### src/rtl/fp16_acc.sv
// Streaming FP16 group accumulator: one element per 4 cycles through ALIGN/ADD/NORM,
// emitting the group sum when the last-flagged element has been folded in.
module fp16_acc #(
   parameter int unsigned CNT_W = 8
) (
   input  logic             clk,
   input  logic             rst_n,
   input  logic             in_valid,
   output logic             in_ready,
   input  logic [15:0]      in_data,
   input  logic             in_last,
   output logic             out_valid,
   input  logic             out_ready,
   output logic [15:0]      out_sum,
   output logic [CNT_W-1:0] out_count
);

   localparam int unsigned MW = 14;

   typedef enum logic [2:0] {IDLE, ALIGN, ADD, NORM, OUT} state_t;

   state_t           state;
   logic [15:0]      acc;
   logic [15:0]      op_r;
   logic             last_r;
   logic [CNT_W-1:0] count;

   logic             big_sign, sml_sign;
   logic [4:0]       big_exp;
   logic [MW-1:0]    big_mant, sml_mant;

   logic [MW:0]      sum_r;
   logic             sum_sign;
   logic [4:0]       sum_exp;

   assign in_ready  = (state == IDLE);
   assign out_valid = (state == OUT);
   assign out_sum   = acc;
   assign out_count = count;

   // Operand decode and alignment (acc vs latched element)
   logic          a_zero, b_zero;
   logic [4:0]    a_exp, b_exp, e_diff;
   logic [9:0]    a_frac, b_frac;
   logic [MW-1:0] a_mant, b_mant, al_big_m, al_sml_m, al_shift_m;
   logic          al_big_s, al_sml_s;
   logic [4:0]    al_big_e;

   always_comb begin
      a_zero = (acc[14:10] == 5'd0);
      b_zero = (op_r[14:10] == 5'd0);
      a_exp  = (acc[14:10] == 5'd31) ? 5'd30 : acc[14:10];
      b_exp  = (op_r[14:10] == 5'd31) ? 5'd30 : op_r[14:10];
      a_frac = (acc[14:10] == 5'd31) ? 10'h3FF : acc[9:0];
      b_frac = (op_r[14:10] == 5'd31) ? 10'h3FF : op_r[9:0];
      a_mant = a_zero ? '0 : {1'b1, a_frac, 3'b000};
      b_mant = b_zero ? '0 : {1'b1, b_frac, 3'b000};
      if (a_exp >= b_exp) begin
         al_big_s = acc[15];  al_big_e = a_exp; al_big_m = a_mant;
         al_sml_s = op_r[15]; al_sml_m = b_mant;
         e_diff   = a_exp - b_exp;
      end else begin
         al_big_s = op_r[15]; al_big_e = b_exp; al_big_m = b_mant;
         al_sml_s = acc[15];  al_sml_m = a_mant;
         e_diff   = b_exp - a_exp;
      end
      al_shift_m = (e_diff >= 5'(MW)) ? '0 : (al_sml_m >> e_diff);
   end

   // Signed-magnitude add
   logic [MW:0] add_sum;
   logic        add_sign;

   always_comb begin
      if (big_sign == sml_sign) begin
         add_sum  = {1'b0, big_mant} + {1'b0, sml_mant};
         add_sign = big_sign;
      end else if (big_mant >= sml_mant) begin
         add_sum  = {1'b0, big_mant} - {1'b0, sml_mant};
         add_sign = big_sign;
      end else begin
         add_sum  = {1'b0, sml_mant} - {1'b0, big_mant};
         add_sign = sml_sign;
      end
      if (add_sum == '0) add_sign = 1'b0;
   end

   // Normalize, flush/saturate, truncate guard bits
   logic [3:0]        lz;
   logic [MW-1:0]     norm_m;
   logic signed [6:0] norm_e;
   logic [15:0]       norm_res;

   always_comb begin
      lz = 4'd14;
      for (int i = 0; i < int'(MW); i++)
         if (sum_r[i]) lz = 4'(13 - i);
      if (sum_r[MW]) begin
         norm_m = sum_r[MW:1];
         norm_e = $signed({2'b00, sum_exp}) + 7'sd1;
      end else begin
         norm_m = sum_r[MW-1:0] << lz;
         norm_e = $signed({2'b00, sum_exp}) - $signed({3'b000, lz});
      end
      if (sum_r == '0 || norm_e <= 7'sd0)
         norm_res = 16'h0000;
      else if (norm_e >= 7'sd31)
         norm_res = {sum_sign, 15'h7BFF};
      else
         norm_res = {sum_sign, norm_e[4:0], norm_m[12:3]};
   end

   always_ff @(posedge clk or negedge rst_n) begin
      if (!rst_n) begin
         state    <= IDLE;
         acc      <= 16'h0000;
         op_r     <= 16'h0000;
         last_r   <= 1'b0;
         count    <= '0;
         big_sign <= 1'b0;
         sml_sign <= 1'b0;
         big_exp  <= '0;
         big_mant <= '0;
         sml_mant <= '0;
         sum_r    <= '0;
         sum_sign <= 1'b0;
         sum_exp  <= '0;
      end else begin
         case (state)
            IDLE: if (in_valid) begin
               op_r   <= in_data;
               last_r <= in_last;
               if (count != '1) count <= count + CNT_W'(1);
               state  <= ALIGN;
            end
            ALIGN: begin
               big_sign <= al_big_s;
               big_exp  <= al_big_e;
               big_mant <= al_big_m;
               sml_sign <= al_sml_s;
               sml_mant <= al_shift_m;
               state    <= ADD;
            end
            ADD: begin
               sum_r    <= add_sum;
               sum_sign <= add_sign;
               sum_exp  <= big_exp;
               state    <= NORM;
            end
            NORM: begin
               acc   <= norm_res;
               state <= last_r ? OUT : IDLE;
            end
            OUT: if (out_ready) begin
               acc   <= 16'h0000;
               count <= '0;
               state <= IDLE;
            end
            default: state <= IDLE;
         endcase
      end
   end

endmodule

### config.mk
export PLATFORM = sky130hd
export DESIGN_NAME = fp16_acc
export DESIGN_NICKNAME = d
export VERILOG_FILES = /design/src/rtl/fp16_acc.sv
export SDC_FILE = /design/constraint.sdc
export NUM_CORES = 1
export LEC_CHECK = 0
export BUFFER_PORTS_ARGS = -buffer_cell sky130_fd_sc_hd__buf_2
export CORE_ASPECT_RATIO = 1.5
export CORE_MARGIN = 8
export CORE_UTILIZATION = 30
export CTS_CLUSTER_DIAMETER = 200
export DETAILED_ROUTE_END_ITERATION = 8
export PLACE_DENSITY_LB_ADDON = 0.1
export SLEW_MARGIN = 20
export SYNTH_ARGS = -nofsm -noshare
export SYNTH_HDL_FRONTEND = slang
export SYNTH_SLANG_ARGS = --single-unit
export TNS_END_PERCENT = 20
### constraint.sdc
create_clock -name clk -period 9.6 [get_ports clk]
set_input_delay 2.88 -clock clk [delete_from_list [all_inputs] [get_ports clk]]
set_output_delay 2.88 -clock clk [all_outputs]
set_load 0.03 [all_outputs]
==> results of run 1 <==
==> Yosys cell counts (all sizes together), types with 5 or more instances <==
cell	n
o22ai	18
xnor2	11
and2	9
o31ai	14
or3	7
a31oi	16
o211ai	17
o221ai	6
nand3	29
a21boi	5
a22o	6
a21oi	57
fa	5
nor3	20
nor4	6
o2111ai	6
mux4	5
nand2b	12
o21ai	71
xor2	7
mux2	31
dfrtp	97
nor2	108
a21o	10
a211oi	14
o21a	8
nor3b	10
buf	22
nand2	100
ha	48
inv	58
clkbuf	43
mux2i	28
nor2b	8
nand4	11
==> worst min-delay path, cell delays in order, from the launching register on <==
cell and delay [ns]:
dfrtp_1 0.35, nand2_1 0.05, o21ai_0 0.06
==> layout make-up <==
cell class | instances | area (um^2) | area share
Tap cell | 342 | 428 | 0.0479
Clock inverter | 5 | 41.3 | 0.00462
Sequential cell | 97 | 2430 | 0.272
Multi-Input combinational cell | 772 | 5280 | 0.591
Clock buffer | 11 | 233 | 0.0260
Inverter | 59 | 224 | 0.0251
Timing Repair Buffer | 55 | 300 | 0.0336
==> registers in the layout (all words and copies together) (netlist names) <==
register   cells
out_sum       16
state          3
last_r         1
op_r          16
sml_mant      14
sum_r         15
big_mant      11
big_sign       1
sum_exp        5
sum_sign       1
big_exp        5
out_count      8
sml_sign       1
==> cells by family after synthesis <==
logic type                 share of synthesized area
AOI/OAI and AO/OA                              0.248
xor gates and xnor gates                      0.0191
adders and majority gates                     0.0847
buffers and inverters                         0.0690
DFF                                            0.294
muxes                                         0.0902
and+or+nand+nor                                0.196
==> layout by cell type (no fill, tap or decap), drive strengths merged, types with 5 or more instances in the layout <==
cell and count:
a211oi 14, a21boi 5, a21o 10, a21oi 57, a22o 6, a31oi 16, and2 9, buf 55
clkbuf 11, dfrtp 97, fa 5, ha 48, inv 59, mux2 31, mux2i 28, mux4 5
nand2 100, nand2b 12, nand3 29, nand4 11, nor2 108, nor2b 8, nor3 20, nor3b 10
nor4 6, o2111ai 6, o211ai 17, o21a 8, o21ai 71, o221ai 6, o22ai 18, o31ai 14
or3 7, xnor2 11, xor2 7
==> final timing paths <==
kind / cells past startpoint / start / endpoint / slack (ns)
worst max-delay path: 17 / sum_r[0] / out_sum[2] / 4.46
worst min-delay path: 2 / big_exp[4] / big_exp[4] / 0.49
worst max register to register: 17 / sum_r[0] / out_sum[2] / 4.46
worst min register to register: 2 / big_exp[4] / big_exp[4] / 0.49
max in group asynchronous: 2 / rst_n / sum_r[10] / 5.94
min in group asynchronous: 1 / rst_n / op_r[14] / 2.45
==> through the flow <==
stage          instance area [um^2]  std cells
6_report                       8940       1341
5_1_grt                        8940       1341
4_1_cts                        8930       1341
3_5_place_dp                   8660       1325
3_3_place_gp                   8660       1325
2_1_floorplan                  8270        993
==> per-layer routing <==
layer / GRT usage / vias up / share of wire
met5: 0 / - / 0.00041
met4: 0.0846 / 2 / 0.041
met3: 0.0307 / 50 / 0.034
met2: 0.338 / 176 / 0.54
met1: 0.196 / 3667 / 0.39
li1: - / 3602 / -
==> summary.md, run 1 <==
| Metric | Value |
|---|---|
| Placer Congestion | 0.851 |
| CTS tree | yes |
| Clock-pin slew on the worst setup and hold paths | about 0.070 ns |
| Worst EP arrival | 5.39 ns |
| Critical Path Max Stage Delay | roughly 0.75 ns |
| Wire per inst | 21.7 um |
| Status | complete, no violations |
| Critical Path End Type | flip-flop |
| Setup violators final | 0 |
| Post-synth top area cell | dfrtp_1 |
| Hold Slack | a little under 0.5 ns |
| Core footprint | 27200 um^2 |
| FF+latch count, synth | 97 |
| Post-Syn Nets | 1067 |
| Antenna viol nets, final | 0 |
| Via/cell ratio | approximately 5.6 |
| Crit path kind | reg2reg |
| P&R area growth vs syn | 8.08% |
| Worst EP required | slightly below 10 ns |
| Hold_buf cts | 0 |
| Register area share after synthesis | 0.294 |
| Initial antenna violation count | 1 |
| Worst path slowest cell | o31ai_2 |
| Total negative slack | 0 ns |
| Postcts setup bufs | 0 |
| Clk_skew | 0.00885 ns |
| Fin crit share | 0.536 |
| Die width | 152 um |
| Area share of the largest cell type after synthesis | 0.294 |
| End-of-flow core utilization | 0.328 |
| Diodes inserted | 0 |
| Vias in the first global route | 7702 |
| Num rows | 74 |
| CTS root buffer | clkbuf_16 |
| EDFF count, synth | 0 |
| First-pass GRT wire length | 45.9 mm |
| Cell chain of the critical path | nor2_1 > o31ai_1 > a211oi_1 > nor3_1 > nor3_1 > buf_4 > clkinv_1 > fa_1 > a21o_1 > a211oi_1 > a41oi_1 > xnor2_1 > or2_2 > o31ai_2 > nor2_1 > and4_1 > a311o_1 |
| Layout cells sized above 1 | 0.131 |
| Remaining DRCs | 0 |
| Ports | 47 |
| Yosys Warn Count | 0 |
| Hold crit path type | reg2reg |
| Final WS setup | 4.46 ns |
| Worst setup SP type | flip-flop |
| Via Count | 7497 |
| Clk sinks | just under 100 |
| Dpl ws | 4.52 ns |
| Worst slew pin tran | 0.893 ns |
| Syn Area/Cell | approximately 8.3 um^2 |
| Filler cell count | slightly below 3000 |
| Final Max Slew Viols | 0 |
| Largest cells by area after synthesis | dfrtp_1, ha_1, nor2_1, nand2_1, o21ai_0 |
| Height of the die | 219 um |
| Crit Path Max Fanout | 13 |
| 1st-pass router iterations | 5 |
| Asr flop ratio synth | 1.00 |
| HPWL Detailed | around 23 mm |
| Total global routing overflow | 0 |
| Prevailing post-synth register cell | dfrtp_1 |
| Initial Utilization | 0.304 |
| Minimum clock period | 5.14 ns |
| CTS buffer count | 9 |
| Number of port buffers | 46 |
| Pin count of the biggest net entering global routing | 66 |
| Yosys cell types | 93 |
| Routed wire length | 29.2 mm |
| Longest Clk Path Bufs | 2 |
| Post-cts repair resize count | 0 |
| Synth Instances | 993 |
| Fmax | between 0.15 and 0.2 GHz |
| Nets | 1068 |
| Unrepaired setup endpoints after global routing | no |
| 1st-iter DRT viols | 515 |
| Clock Latency Late Sink | 0.37 ns |
| Syn Std Cell Area | 8270 um^2 |
| Slew margin rel. | 0.403 |
| Final Hold Fails | 0 |
| CP delay by family, top | compound AO/OA/AOI/OAI gates |
| CP bufs+invs | 2 |
| Htree depth | 3 |
| Max cap viols | 0 |
| Die ar. | 33200 um^2 |
| Gr usage total | 0.183 |
Power of run 1 is left out: the tool's default activity adds up to more than one toggle a clock period on the data nets, which glitch-free logic cannot reach.
==> run 2, diff against run 1 <==
==> constraint.sdc (replaced) <==
create_clock -name clk -period 4.7 [get_ports clk]
set_input_delay 1.41 -clock clk [delete_from_list [all_inputs] [get_ports clk]]
set_output_delay 1.41 -clock clk [all_outputs]
set_load 0.03 [all_outputs]
==> summary.md, run 2 (synthesized netlist as in run 1, its figures left out) <==
| Metric | Value |
|---|---|
| Fin crit share | 0.883 (was 0.536) |
| Via Count | 7538 (was 7497) |
| Final Hold Fails | 0 (unchanged) |
| First-pass GRT wire length | 46.7 mm (was 45.9 mm) |
| Die width | 152 um (unchanged) |
| Core footprint | 27200 um^2 (unchanged) |
| Critical Path End Type | flip-flop (unchanged) |
| Worst setup SP type | flip-flop (unchanged) |
| 1st-pass router iterations | 5 (unchanged) |
| Via/cell ratio | 5.52 (was 5.59) |
| Clock-pin slew on the worst setup and hold paths | 0.07 ns (about the same) |
| Antenna viol nets, final | 0 (unchanged) |
| Worst path slowest cell | fa_1 (was o31ai_2) |
| Status | complete, no violations (unchanged) |
| HPWL Detailed | 23.6 mm (was 23.0 mm) |
| Hold_buf cts | 0 (unchanged) |
| Htree depth | 3 (unchanged) |
| Wire per inst | 21.8 um (was 21.7 um) |
| Crit Path Max Fanout | 7 (was 13) |
| Placer Congestion | 0.867 (was 0.851) |
| Slew margin rel. | 0.373 (was 0.403) |
| Total global routing overflow | 0 (unchanged) |
| Most common cell after layout, fill and taps aside | nor2_1 (unchanged) |
| Initial Utilization | 0.304 (unchanged) |
| CTS buffer count | 9 (unchanged) |
| Unrepaired setup endpoints after global routing | no (unchanged) |
| Minimum clock period | 4.15 ns (was 5.14 ns) |
| Height of the die | 219 um (unchanged) |
| CTS root buffer | clkbuf_16 (unchanged) |
| Diodes inserted | 0 (unchanged) |
| Register area | 2430 um^2 (unchanged) |
| Die ar. | 33200 um^2 (unchanged) |
| Filler cell count | 2945 (was 2948) |
| Ports | 47 (unchanged) |
| Cell chain of the critical path | nor2_1 > o31ai_1 > a211oi_1 > nor3_1 > nor3_1 > clkinv_1 > fa_1 > a21o_1 > a211oi_1 > a41oi_1 > xnor2_1 > or2_2 > o31ai_2 > nor2_1 > and4_1 > a311o_1 (was nor2_1 > o31ai_1 > a211oi_1 > nor3_1 > nor3_1 > buf_4 > clkinv_1 > fa_1 > a21o_1 > a211oi_1 > a41oi_1 > xnor2_1 > or2_2 > o31ai_2 > nor2_1 > and4_1 > a311o_1) |
| Vias in the first global route | 7758 (was 7702) |
| Layout cells sized above 1 | 0.152 (was 0.131) |
| CP delay by family, top | compound AO/OA/AOI/OAI gates (unchanged) |
| Pin count of the biggest net entering global routing | 57 (was 66) |
| Clock Latency Late Sink | 0.36 ns (was 0.37 ns) |
| Dpl ws | 0.587 ns (was 4.52 ns) |
| Critical Path Max Stage Delay | 0.45 ns (was 0.75 ns) |
| Longest Clk Path Bufs | 2 (unchanged) |
| Num rows | 74 (unchanged) |
| Clk sinks | 97 (unchanged) |
| Clk_skew | 0.00893 ns (was 0.00885 ns) |
| Max cap viols | 0 (unchanged) |
| Most frequent cells in the layout | nor2_1, nand2_1, dfrtp_1 (unchanged) |
| Routed wire length | 29.8 mm (was 29.2 mm) |
| Number of port buffers | 46 (unchanged) |
| 1st-iter DRT viols | 385 (was 515) |
| Nets | 1093 (was 1068) |
| Total negative slack | 0 ns (unchanged) |
| Postcts setup bufs | 0 (unchanged) |
| Crit path kind | reg2reg (unchanged) |
| CTS tree | yes (unchanged) |
| Post-cts repair resize count | 0 (unchanged) |
| Fmax | 0.241 GHz (was 0.195 GHz) |
| Worst EP arrival | 4.39 ns (was 5.39 ns) |
| Final WS setup | 0.552 ns (was 4.46 ns) |
| P&R area growth vs syn | 10.5% (was 8.08%) |
| End-of-flow core utilization | 0.336 (was 0.328) |
| Remaining DRCs | 0 (unchanged) |
| Worst EP required | 4.94 ns (was 9.85 ns) |
| Gr usage total | 0.185 (was 0.183) |
| Hold crit path type | reg2reg (unchanged) |
| Setup violators final | 0 (unchanged) |
| Worst slew pin tran | 0.934 ns (was 0.893 ns) |
| Final Max Slew Viols | 0 (unchanged) |
| Area taken by multi-input logic gates | 5280 um^2 (about the same) |
| Initial antenna violation count | 0 (was 1) |
| CP bufs+invs | 1 (was 2) |
-- run 2: cell count changes in the layout (fill, tap and decap cells not counted), sizes merged --
cell,delta
clkinv,+1
buf,+25
clkinvlp,-1
-- run 2: worst paths after layout --
path / slack [ns] / to / depth (start not counted) / start
worst max-delay path: 0.55 / out_sum[2] / 16 / sum_r[1]
worst max register to register: 0.55 / out_sum[2] / 16 / sum_r[1]
min in group asynchronous: 1.10 / out_count[1] / 1 / rst_n
worst min-delay path: 0.51 / big_exp[0] / 2 / big_exp[0]
worst min register to register: 0.51 / big_exp[0] / 2 / big_exp[0]
max in group asynchronous: 2.86 / sum_r[10] / 2 / rst_n
-- run 2: worst reg2reg max path: cells and delay by family, from the launching register on --
family	cells	cell delay, ns
AOI/OAI and AO/OA	7	1.49
adders and majority gates	1	0.45
xor gates and xnor gates	1	0.18
and+or+nand+nor	6	1.30
buffers and inverters	1	0.17
DFF	1	0.44
-- run 2: layer usage --
metal,track usage,vias up,wire length (um)
met5,0,-,0
met4,0.108,0,1660
met3,0.0223,67,990
met2,0.337,176,15600
met1,0.201,3646,11500
li1,-,3649,-
-- run 2: stage by stage --
| stage | cell area [um^2] | hold slack, ns | cells |
|---|---|---|---|
| floorplan | 8270 | 0.446 | 993 |
| global placement | 8860 | 0.493 | 1350 |
| detailed placement | 8860 | 0.492 | 1350 |
| CTS | 9140 | 0.518 | 1366 |
| global route | 9140 | 0.533 | 1366 |
| finish | 9140 | 0.512 | 1366 |
-- run 2: layout make-up --
type                       instances  share of cell area
inverter                          59              0.0245
timing repair buffer              80              0.0548
clock inverter                     5             0.00424
sequential                        97               0.266
multi-input combinational        772               0.577
clock buffer                      11              0.0266
tap                              342              0.0468
Power of run 2 is left out for the same reason.
